==> src/rtl/mul_seq_pkg.sv <==
// Shared constants and state encoding for the iterative multiplier sequencer.
// Optional early-out is controlled by MUL_EARLY_OUT_EN in mul_seq_ctl.
package mul_seq_pkg;

  localparam int MUL_WIDTH = 64;
  localparam int MUL_STEP  = 4;
  localparam int MUL_TAG_W = 9;
  localparam int MUL_STEPS = MUL_WIDTH / MUL_STEP;
  localparam int MUL_CNT_W = $clog2(MUL_STEPS + 1);
  localparam int MUL_RES_W = 2 * MUL_WIDTH;

  typedef logic [1:0] state_t;

  localparam state_t S_IDLE  = 2'd0;
  localparam state_t S_RUN   = 2'd1;
  localparam state_t S_FINAL = 2'd2;
  localparam state_t S_DONE  = 2'd3;

  function automatic int cnt_width(input int steps);
    return $clog2(steps + 1);
  endfunction

endpackage

==> src/rtl/mul_seq_csa_row.sv <==
// Combinational carry-save compressor: folds STEP shifted partial products of
// i_a into the running sum/carry pair; the last one may be negated (~pp + 1).
module mul_seq_csa_row #(
  parameter int RES_W = 128,
  parameter int STEP  = 4
) (
  input  logic [RES_W-1:0] i_a,
  input  logic [STEP-1:0]  i_b_bits,
  input  logic             i_neg,
  input  logic [RES_W-1:0] i_sum,
  input  logic [RES_W-1:0] i_carry,
  output logic [RES_W-1:0] o_sum,
  output logic [RES_W-1:0] o_carry
);

  logic [STEP:0][RES_W-1:0]   w_s;
  logic [STEP-1:0][RES_W-2:0] w_cu;

  assign w_s[0] = i_sum;

  // w_cu[j][i] carries weight 2^(i+1); inner rows have no carry at bit 0, so a
  // half adder suffices there. The +1 of the negation fills that free slot.
  for (genvar j = 0; j < STEP; j++) begin : g_row
    logic [RES_W-1:0] w_pp;
    assign w_pp = (i_b_bits[j] ? (i_a << j) : '0) ^ {RES_W{i_neg && (j == STEP-1)}};

    for (genvar i = 0; i < RES_W-1; i++) begin : g_bit
      if (j == 0) begin : g_fa0
        mulgen_FA u_fa (.a(w_s[0][i]), .b(i_carry[i]), .ci(w_pp[i]),
                        .s(w_s[1][i]), .co(w_cu[0][i]));
      end else if (i == 0) begin : g_ha
        mulgen_HA u_ha (.a(w_s[j][0]), .b(w_pp[0]),
                        .s(w_s[j+1][0]), .co(w_cu[j][0]));
      end else begin : g_fa
        mulgen_FA u_fa (.a(w_s[j][i]), .b(w_cu[j-1][i-1]), .ci(w_pp[i]),
                        .s(w_s[j+1][i]), .co(w_cu[j][i]));
      end
    end

    if (j == 0) begin : g_top0
      assign w_s[1][RES_W-1] = w_s[0][RES_W-1] ^ i_carry[RES_W-1] ^ w_pp[RES_W-1];
    end else begin : g_top
      assign w_s[j+1][RES_W-1] = w_s[j][RES_W-1] ^ w_cu[j-1][RES_W-2] ^ w_pp[RES_W-1];
    end
  end

  assign o_sum   = w_s[STEP];
  assign o_carry = {w_cu[STEP-1], i_neg};

endmodule

==> src/rtl/mulgen_cells.sv <==
// Single-bit adder cells shared by the multiplier generators.
module mulgen_FA (
  input  logic a,
  input  logic b,
  input  logic ci,
  output logic s,
  output logic co
);
  assign s  = a ^ b ^ ci;
  assign co = (a & b) | (ci & (a ^ b));
endmodule

module mulgen_HA (
  input  logic a,
  input  logic b,
  output logic s,
  output logic co
);
  assign s  = a ^ b;
  assign co = a & b;
endmodule

==> src/rtl/mul_seq_ctl.sv <==
// Iterative signed/unsigned multiplier sequencer with tag, flush and handshake.
// Define MUL_EARLY_OUT_EN to finish as soon as the remaining multiplier bits are zero.
//
// Handshake: a transfer happens on a rising edge where valid and ready are both
// high; in_* must be held stable while in_valid waits, out_res/out_tag are held
// while out_valid waits for out_ready. flush overrides any output handshake.
module mul_seq_ctl
  import mul_seq_pkg::*;
#(
  parameter int WIDTH = MUL_WIDTH,
  parameter int STEP  = MUL_STEP,
  parameter int TAG_W = MUL_TAG_W
) (
  input  logic               clk,
  input  logic               rst,
  input  logic               in_valid,
  output logic               in_ready,
  input  logic [WIDTH-1:0]   in_a,
  input  logic [WIDTH-1:0]   in_b,
  input  logic               in_a_sgn,
  input  logic               in_b_sgn,
  input  logic [TAG_W-1:0]   in_tag,
  input  logic               flush,
  output logic               out_valid,
  input  logic               out_ready,
  output logic [2*WIDTH-1:0] out_res,
  output logic [TAG_W-1:0]   out_tag,
  output logic               busy,
  output state_t             dbg_state
);

  localparam int STEPS = WIDTH / STEP;
  localparam int CNT_W = cnt_width(STEPS);
  localparam int RES_W = 2 * WIDTH;

  state_t             r_state;
  logic [CNT_W-1:0]   r_cnt;
  logic [RES_W-1:0]   r_a_sh;
  logic [WIDTH-1:0]   r_b;
  logic               r_b_sgn;
  logic [TAG_W-1:0]   r_tag;
  logic [RES_W-1:0]   r_sum;
  logic [RES_W-1:0]   r_carry;
  logic [RES_W-1:0]   r_out_res;
  logic [TAG_W-1:0]   r_out_tag;

  logic               w_accept;
  logic               w_last_step;
  logic               w_run_end;
  logic               w_neg;
  logic [RES_W-1:0]   w_sum_nxt;
  logic [RES_W-1:0]   w_carry_nxt;

  assign in_ready = ~rst & ~flush &
                    ((r_state == S_IDLE) | ((r_state == S_DONE) & out_ready));
  assign w_accept = in_valid & in_ready;

  assign w_last_step = (r_cnt == CNT_W'(STEPS - 1));
  assign w_neg       = r_b_sgn & w_last_step;

`ifdef MUL_EARLY_OUT_EN
  // A negative signed b keeps its MSB in the unprocessed bits until the last step.
  assign w_run_end = w_last_step | (r_b[WIDTH-1:STEP] == '0);
`else
  assign w_run_end = w_last_step;
`endif

  mul_seq_csa_row #(
    .RES_W(RES_W),
    .STEP (STEP)
  ) u_row (
    .i_a     (r_a_sh),
    .i_b_bits(r_b[STEP-1:0]),
    .i_neg   (w_neg),
    .i_sum   (r_sum),
    .i_carry (r_carry),
    .o_sum   (w_sum_nxt),
    .o_carry (w_carry_nxt)
  );

  always_ff @(posedge clk or posedge rst) begin
    if (rst) begin
      r_state   <= S_IDLE;
      r_cnt     <= '0;
      r_a_sh    <= '0;
      r_b       <= '0;
      r_b_sgn   <= 1'b0;
      r_tag     <= '0;
      r_sum     <= '0;
      r_carry   <= '0;
      r_out_res <= '0;
      r_out_tag <= '0;
    end else if (w_accept) begin
      r_state <= S_RUN;
      r_cnt   <= '0;
      r_a_sh  <= {{WIDTH{in_a_sgn & in_a[WIDTH-1]}}, in_a};
      r_b     <= in_b;
      r_b_sgn <= in_b_sgn;
      r_tag   <= in_tag;
      r_sum   <= '0;
      r_carry <= '0;
    end else begin
      case (r_state)
        S_RUN: begin
          if (flush) begin
            r_state <= S_IDLE;
          end else begin
            r_sum   <= w_sum_nxt;
            r_carry <= w_carry_nxt;
            r_a_sh  <= r_a_sh << STEP;
            r_b     <= r_b >> STEP;
            r_cnt   <= r_cnt + CNT_W'(1);
            if (w_run_end) r_state <= S_FINAL;
          end
        end
        S_FINAL: begin
          if (flush) begin
            r_state <= S_IDLE;
          end else begin
            r_out_res <= r_sum + r_carry;
            r_out_tag <= r_tag;
            r_state   <= S_DONE;
          end
        end
        S_DONE: begin
          if (flush || out_ready) r_state <= S_IDLE;
        end
        default: r_state <= S_IDLE;
      endcase
    end
  end

  assign out_valid = (r_state == S_DONE);
  assign out_res   = r_out_res;
  assign out_tag   = r_out_tag;
  assign busy      = (r_state != S_IDLE);
  assign dbg_state = r_state;

endmodule

==> config.mk <==
export PLATFORM = sky130hd
export DESIGN_NAME = mul_seq_ctl
export DESIGN_NICKNAME = d
export VERILOG_FILES = /design/src/rtl/mul_seq_pkg.sv /design/src/rtl/mul_seq_csa_row.sv /design/src/rtl/mulgen_cells.sv /design/src/rtl/mul_seq_ctl.sv
export SDC_FILE = /design/constraint.sdc
export NUM_CORES = 2
export LEC_CHECK = 0
export ABC_CLOCK_PERIOD_IN_PS = 23000
export CAP_MARGIN = 10
export CORE_MARGIN = 5
export CORE_UTILIZATION = 45
export DETAILED_ROUTE_END_ITERATION = 6
export DONT_BUFFER_PORTS = 1
export GPL_TIMING_DRIVEN = 0
export PLACE_DENSITY = 0.6
export SLEW_MARGIN = 15
export SYNTH_ARGS = -nofsm -noshare
export SYNTH_HDL_FRONTEND = slang
export SYNTH_SLANG_ARGS = --single-unit
==> constraint.sdc <==
create_clock -name clk -period 23 [get_ports clk]
set_input_delay 6.9 -clock clk [delete_from_list [all_inputs] [get_ports clk]]
set_output_delay 6.9 -clock clk [all_outputs]
set_load 0.005 [all_outputs]
**Yosys cells after proc, flatten, opt, wreduce, memory -nomap -nowiden**

Index checks and enable logic that the tools add are counted.

- Register bits: 602
- Output and inout bits: 142
- Word-level logic and storage cells: 2601

- $add $sub $neg: 2
- Equality and inequality tests: 7
- Mux-type cells: 25
- Bitwise logic cells: 2550
- Reduce and logical (&&, ||, !) cells: 7

Operators with widths:

| kind | count |
|---|---|
| two-way mux 128 bit | 13 |
| bitwise XOR 1 bit | 1021 |
| AND 1 bit | 1019 |
| bitwise OR 1 bit | 506 |
| two-way mux 64 bit | 3 |
| adder 128 bit | 1 |
| bitwise XOR 128 bit | 1 |
| two-way mux 5 bit | 3 |
| two-way mux 2 bit | 5 |
| one-hot mux 2 bit (3 select lines) | 1 |
| adder 5 x 1 -> 5 bit (second input constant) | 1 |
| equality test 5 x 4 -> 1 bit (second input constant) | 1 |
| equality test 2 bit (second input constant) | 2 |
| != test 4 bit (second input constant) | 1 |
| AND reduction 2 bit | 2 |
| nonzero test 2 bit | 2 |
| != test 3 x 1 -> 1 bit (second input constant) | 1 |
| inverter 1 bit | 3 |
| AND reduction 3 bit | 1 |
| equality test 2 x 1 -> 1 bit (second input constant) | 1 |
| logical NOT 2 bit | 1 |
| != test 2 x 1 -> 1 bit (second input constant) | 1 |
| logical OR 1 bit | 1 |

**Depth between registers and ports, before layout**

- Depth in word-level cells: 15
- Gate-level depth with buffers: 13
- Gate-level depth less buffers: 12

**Cells and area by module**

A second synthesis with hierarchy kept.

- Cells, all modules: 5241
- Area total of the unflattened synthesis: 48106.1 um2

Modules (own cells, without submodules):

| module | times used | cells each | area an instance (um2) |
|---|---|---|---|
| mul_seq_ctl | 1 | 3770 | 31714.2 |
| mulgen_FA | 505 | 1 | 20.0 |
| mul_seq_csa_row | 1 | 963 | 6244.7 |
| mulgen_HA | 3 | 1 | 12.5 |

**Worst setup path before layout**

Ideal clock, no wire load.

- Path type: input to output
- Start: in out_ready
- End: out in_ready
- Data arrival time: 7.191 ns
- Setup slack: 8.909 ns
- Stages: 2
- Cell sequence: a21oi_1 nor3_1

- Longest elaborated chain between the ends: 3

Ends and longest elaborated chain:

| item | line | source |
|---|---|---|
| start: declaration | mul_seq_ctl.sv:25 | `input logic out_ready,` |
| AND 1 bit | mul_seq_ctl.sv:55 | `((r_state == S_IDLE) \| ((r_state == S_DONE) & out_ready));` |
| bitwise OR 1 bit | mul_seq_ctl.sv:55 |  |
| AND 1 bit | mul_seq_ctl.sv:54 | `assign in_ready = ~rst & ~flush &` |
| end: declaration | mul_seq_ctl.sv:17 | `output logic in_ready,` |

No other way between the ends.

**Worst setup path after layout**

Same ends and word-level chain as after synthesis.

==> out/metrics.cfg <==
[routing]
drtIter0Drc = 3434
drt_drc_violations_left = 0
drt_wl_total_mm = 161.6
vias = 39801
via_per_inst = 5.549
wire_per_inst_um = 22.53
ant_nets = 0
first_pass_iters = 5

[synthesis]
ys.flop_type = dfrtp_1
synth_cells = 5612
async_reset_ff_frac = 1.000
synth-seq-cells = 602
synth_fp_nets = 6395
synth.cell_area_sq_um = 48100
ys_seq_area_frac = 0.3132
synth_edf_count = 0
ys_warn_count = 0
ys_types = 72
post_synth.cell_area_avg_sq_um = 8.571

[setup_path]
worstPathArrival_ns = 7.55
cp_slowest_stage_delay_ns = 0.61
cp_top_family = simple AND/OR/NAND/NOR gates
crit_start = out_ready
reg2reg_from = dbg_state[0]
path_class = in2out
path_cells = a21oi_1 -> nor3_1
endpoint_kind = output port
cpMaxStageDelayCell = nor3_1
required_ns = 16.10
cp_max_fo = 3
start_kind = input pin
critPathBufInv = 0

[grt]
grt_first_pass_wirelength_mm = 250.7
grt-busiest-layer = met2
antenna_found_initial = 4
use_met2 = 0.4343
use_met1 = 0.4108
grt-ovfl-total = 0
grt_max_degree = 35
grt_pass1_vias = 40684
use_met3 = 0.07093
grt.total_usage = 0.2875

[power_and_ir_drop]
powerDensity_nw_per_um2 = 141.5
p_leak_nw = 24.03
ir_worst_vdd_mv = 0.06403
power_mw = 7.491

[timing]
rsz0062_at_grt = no
max_slew_margin = 0.1665
setup_tns_ns = 0
fin_crit_ns = 14.45
tightest_slew_ns = 1.250
fin_skew_ns = 0.01713
hold_viol = 0
max_freq_ghz = 0.06920
setup_ws_ns = 8.548
drv_slew = 0
post-route-period-util = 0.6283
finalSetupViolCount = 0

[hold_path]
hp-class = reg2reg
min_from = r_tag[0]

[final_layout]
syn_to_final_growth_pct = 10.04
nets = 6495
drive_above_1_share = 0.03466
antenna_cells = 0
final_util = 0.4965
finalNonFillerCells = 7173
n_fill_cell = 10509

[clock_network]
cts_hold_buf = 0
tritoncts = yes
cts_max_path_buffers = 3
cts_max_level = 3
clk_latency_ns = 0.66
clock_sink_count = 602
root_buffer = clkbuf_16
ctsResizeCount = 0
post_cts_buffers = 0
cts_buffers = 77
path_clk_slew_ns = 0.06

[placement]
port-buffer-count = 0
gp_congestion = 0.9414
hpwl_mm = 127.0
place_ws_ns = 8.557
dp_cells = 7036

[die]
die_area_sq_um = 113500
start_util = 0.4512
coreArea_sq_um = 106600
rows = 120
io_pins = 286
die_w_um = 336.9
die_y_um = 336.9

[run_status]
status = finished clean

[run]
drv_cap = 0

[where the power goes]
group / switching, mW / total, mW / internal [mW]
logic: 2.73 / 4.55 / 1.81
registers: 0.331 / 1.66 / 1.33
clock network: 0.519 / 1.29 / 0.769
total: 3.58 / 7.49 / 3.91
[worst min-delay path: cells and delay by family, from the launching register on]
family	cells	cell delay, ns
flip-flops	1	0.34
AND/OR/NAND/NOR	2	0.10
[flip-flops by register name, indices dropped and copies added (netlist names)]
signal	count
dbg_state	2
out_res	128
out_tag	9
r_a_sh	128
r_b	64
r_b_sgn	1
r_carry	128
r_cnt	5
r_sum	128
r_tag	9
[through the flow]
step	area, sq um	hold slack (ns)
after floorplan	48100	0.4386
after global placement	49860	0.4492
after detailed placement	50310	0.4501
after CTS	52930	0.4668
after global routing	52930	0.4949
final	52930	0.4644
[cells by family after synthesis]
kind of cell,count (synthesis),synth area share
flip-flops,602,0.3132
AO/OA/AOI/OAI,1096,0.1408
buffers and inverters,1123,0.08792
AND/OR/NAND/NOR,1873,0.1622
multiplexers,23,0.004812
adder cells (fa/ha/maj),639,0.2446
XOR/XNOR,256,0.04661
[per-layer routing]
metal	routed length, um	part of all wire
met1	71430	0.44
met3	14160	0.088
met2	70560	0.44
met5	7	0.000043
met4	5449	0.034
[cells in the final DEF, fill, tap and decap left out, types with 13 or more instances in the layout]
cell and n:
buf_1 31, o21ai_1 13, clkbuf_16 79, xnor2_1 208, nor2_1 568, ha_1 137
nand2_1 991, nor3_1 21, nand3_1 32, inv_1 801, a21oi_1 290, a211oi_1 201
a31oi_1 133, nand4_1 58, fa_1 502, a21o_1 47, o31ai_1 14, nor4_1 15
buf_12 19, clkbuf_1 276, and2_1 138, o21ai_0 274, o21bai_1 30, xor2_1 48
clkinv_2 16, mux2i_1 22, dfrtp_1 602
[final cells by class]
cell class	count	area, sq um	share of cell area
clock buffer	101	2180	0.04118
multi-input combinational	3887	28810	0.5442
inverter	802	3014	0.05694
timing repair buffer	21	435.4	0.008226
tap	1403	1755	0.03316
clock inverter	36	440.4	0.008321
buffer	321	1235	0.02333
sequential	602	15060	0.2846
[synth_stat cells (3+ instances only)]
library cell / count / area (sq um)
buf_2: 11 / 55.05
xor2_1: 48 / 420.4
nor3_1: 21 / 105.1
nand2b_1: 5 / 31.28
nor4_1: 15 / 93.84
o21ai_1: 13 / 65.06
nand4_1: 58 / 362.9
a21boi_0: 8 / 60.06
a221oi_1: 9 / 78.83
nand2_1: 991 / 3720
a31oi_1: 133 / 832.1
or4_1: 5 / 37.54
o21a_1: 11 / 82.58
o21ai_0: 274 / 1371
clkbuf_1: 278 / 1044
buf_1: 32 / 120.1
o221ai_1: 4 / 35.03
and2_1: 138 / 863.3
a211oi_1: 201 / 1509
fa_1: 502 / 10050
and3_1: 9 / 56.30
inv_1: 802 / 3010
and4_1: 9 / 78.83
o21bai_1: 30 / 225.2
xnor2_1: 208 / 1822
o31ai_1: 14 / 105.1
dfrtp_1: 602 / 15060
a21oi_1: 290 / 1451
mux2i_1: 22 / 220.2
o211ai_1: 9 / 67.56
o31a_1: 4 / 35.03
ha_1: 137 / 1714
nor2_1: 568 / 2132
a21o_1: 47 / 352.8
o21ba_2: 4 / 40.04
a41oi_1: 5 / 43.79
a21oi_2: 4 / 35.03
nand3_1: 32 / 160.2
nor2b_1: 6 / 37.54
o2111ai_1: 3 / 26.28
or3_1: 7 / 43.79
[worst paths after layout]
path | endpoint | slack [ns] | cells past startpoint
worst max register to register | out_res[120] | 17.25 | 12
worst max-delay path | in_ready | 8.55 | 2
worst min-delay path | out_tag[0] | 0.46 | 2
min in group asynchronous | r_b[44] | 6.20 | 1
worst min register to register | out_tag[0] | 0.46 | 2
max in group asynchronous | out_tag[1] | 14.76 | 8
Power figures use the tool's default switching activity.
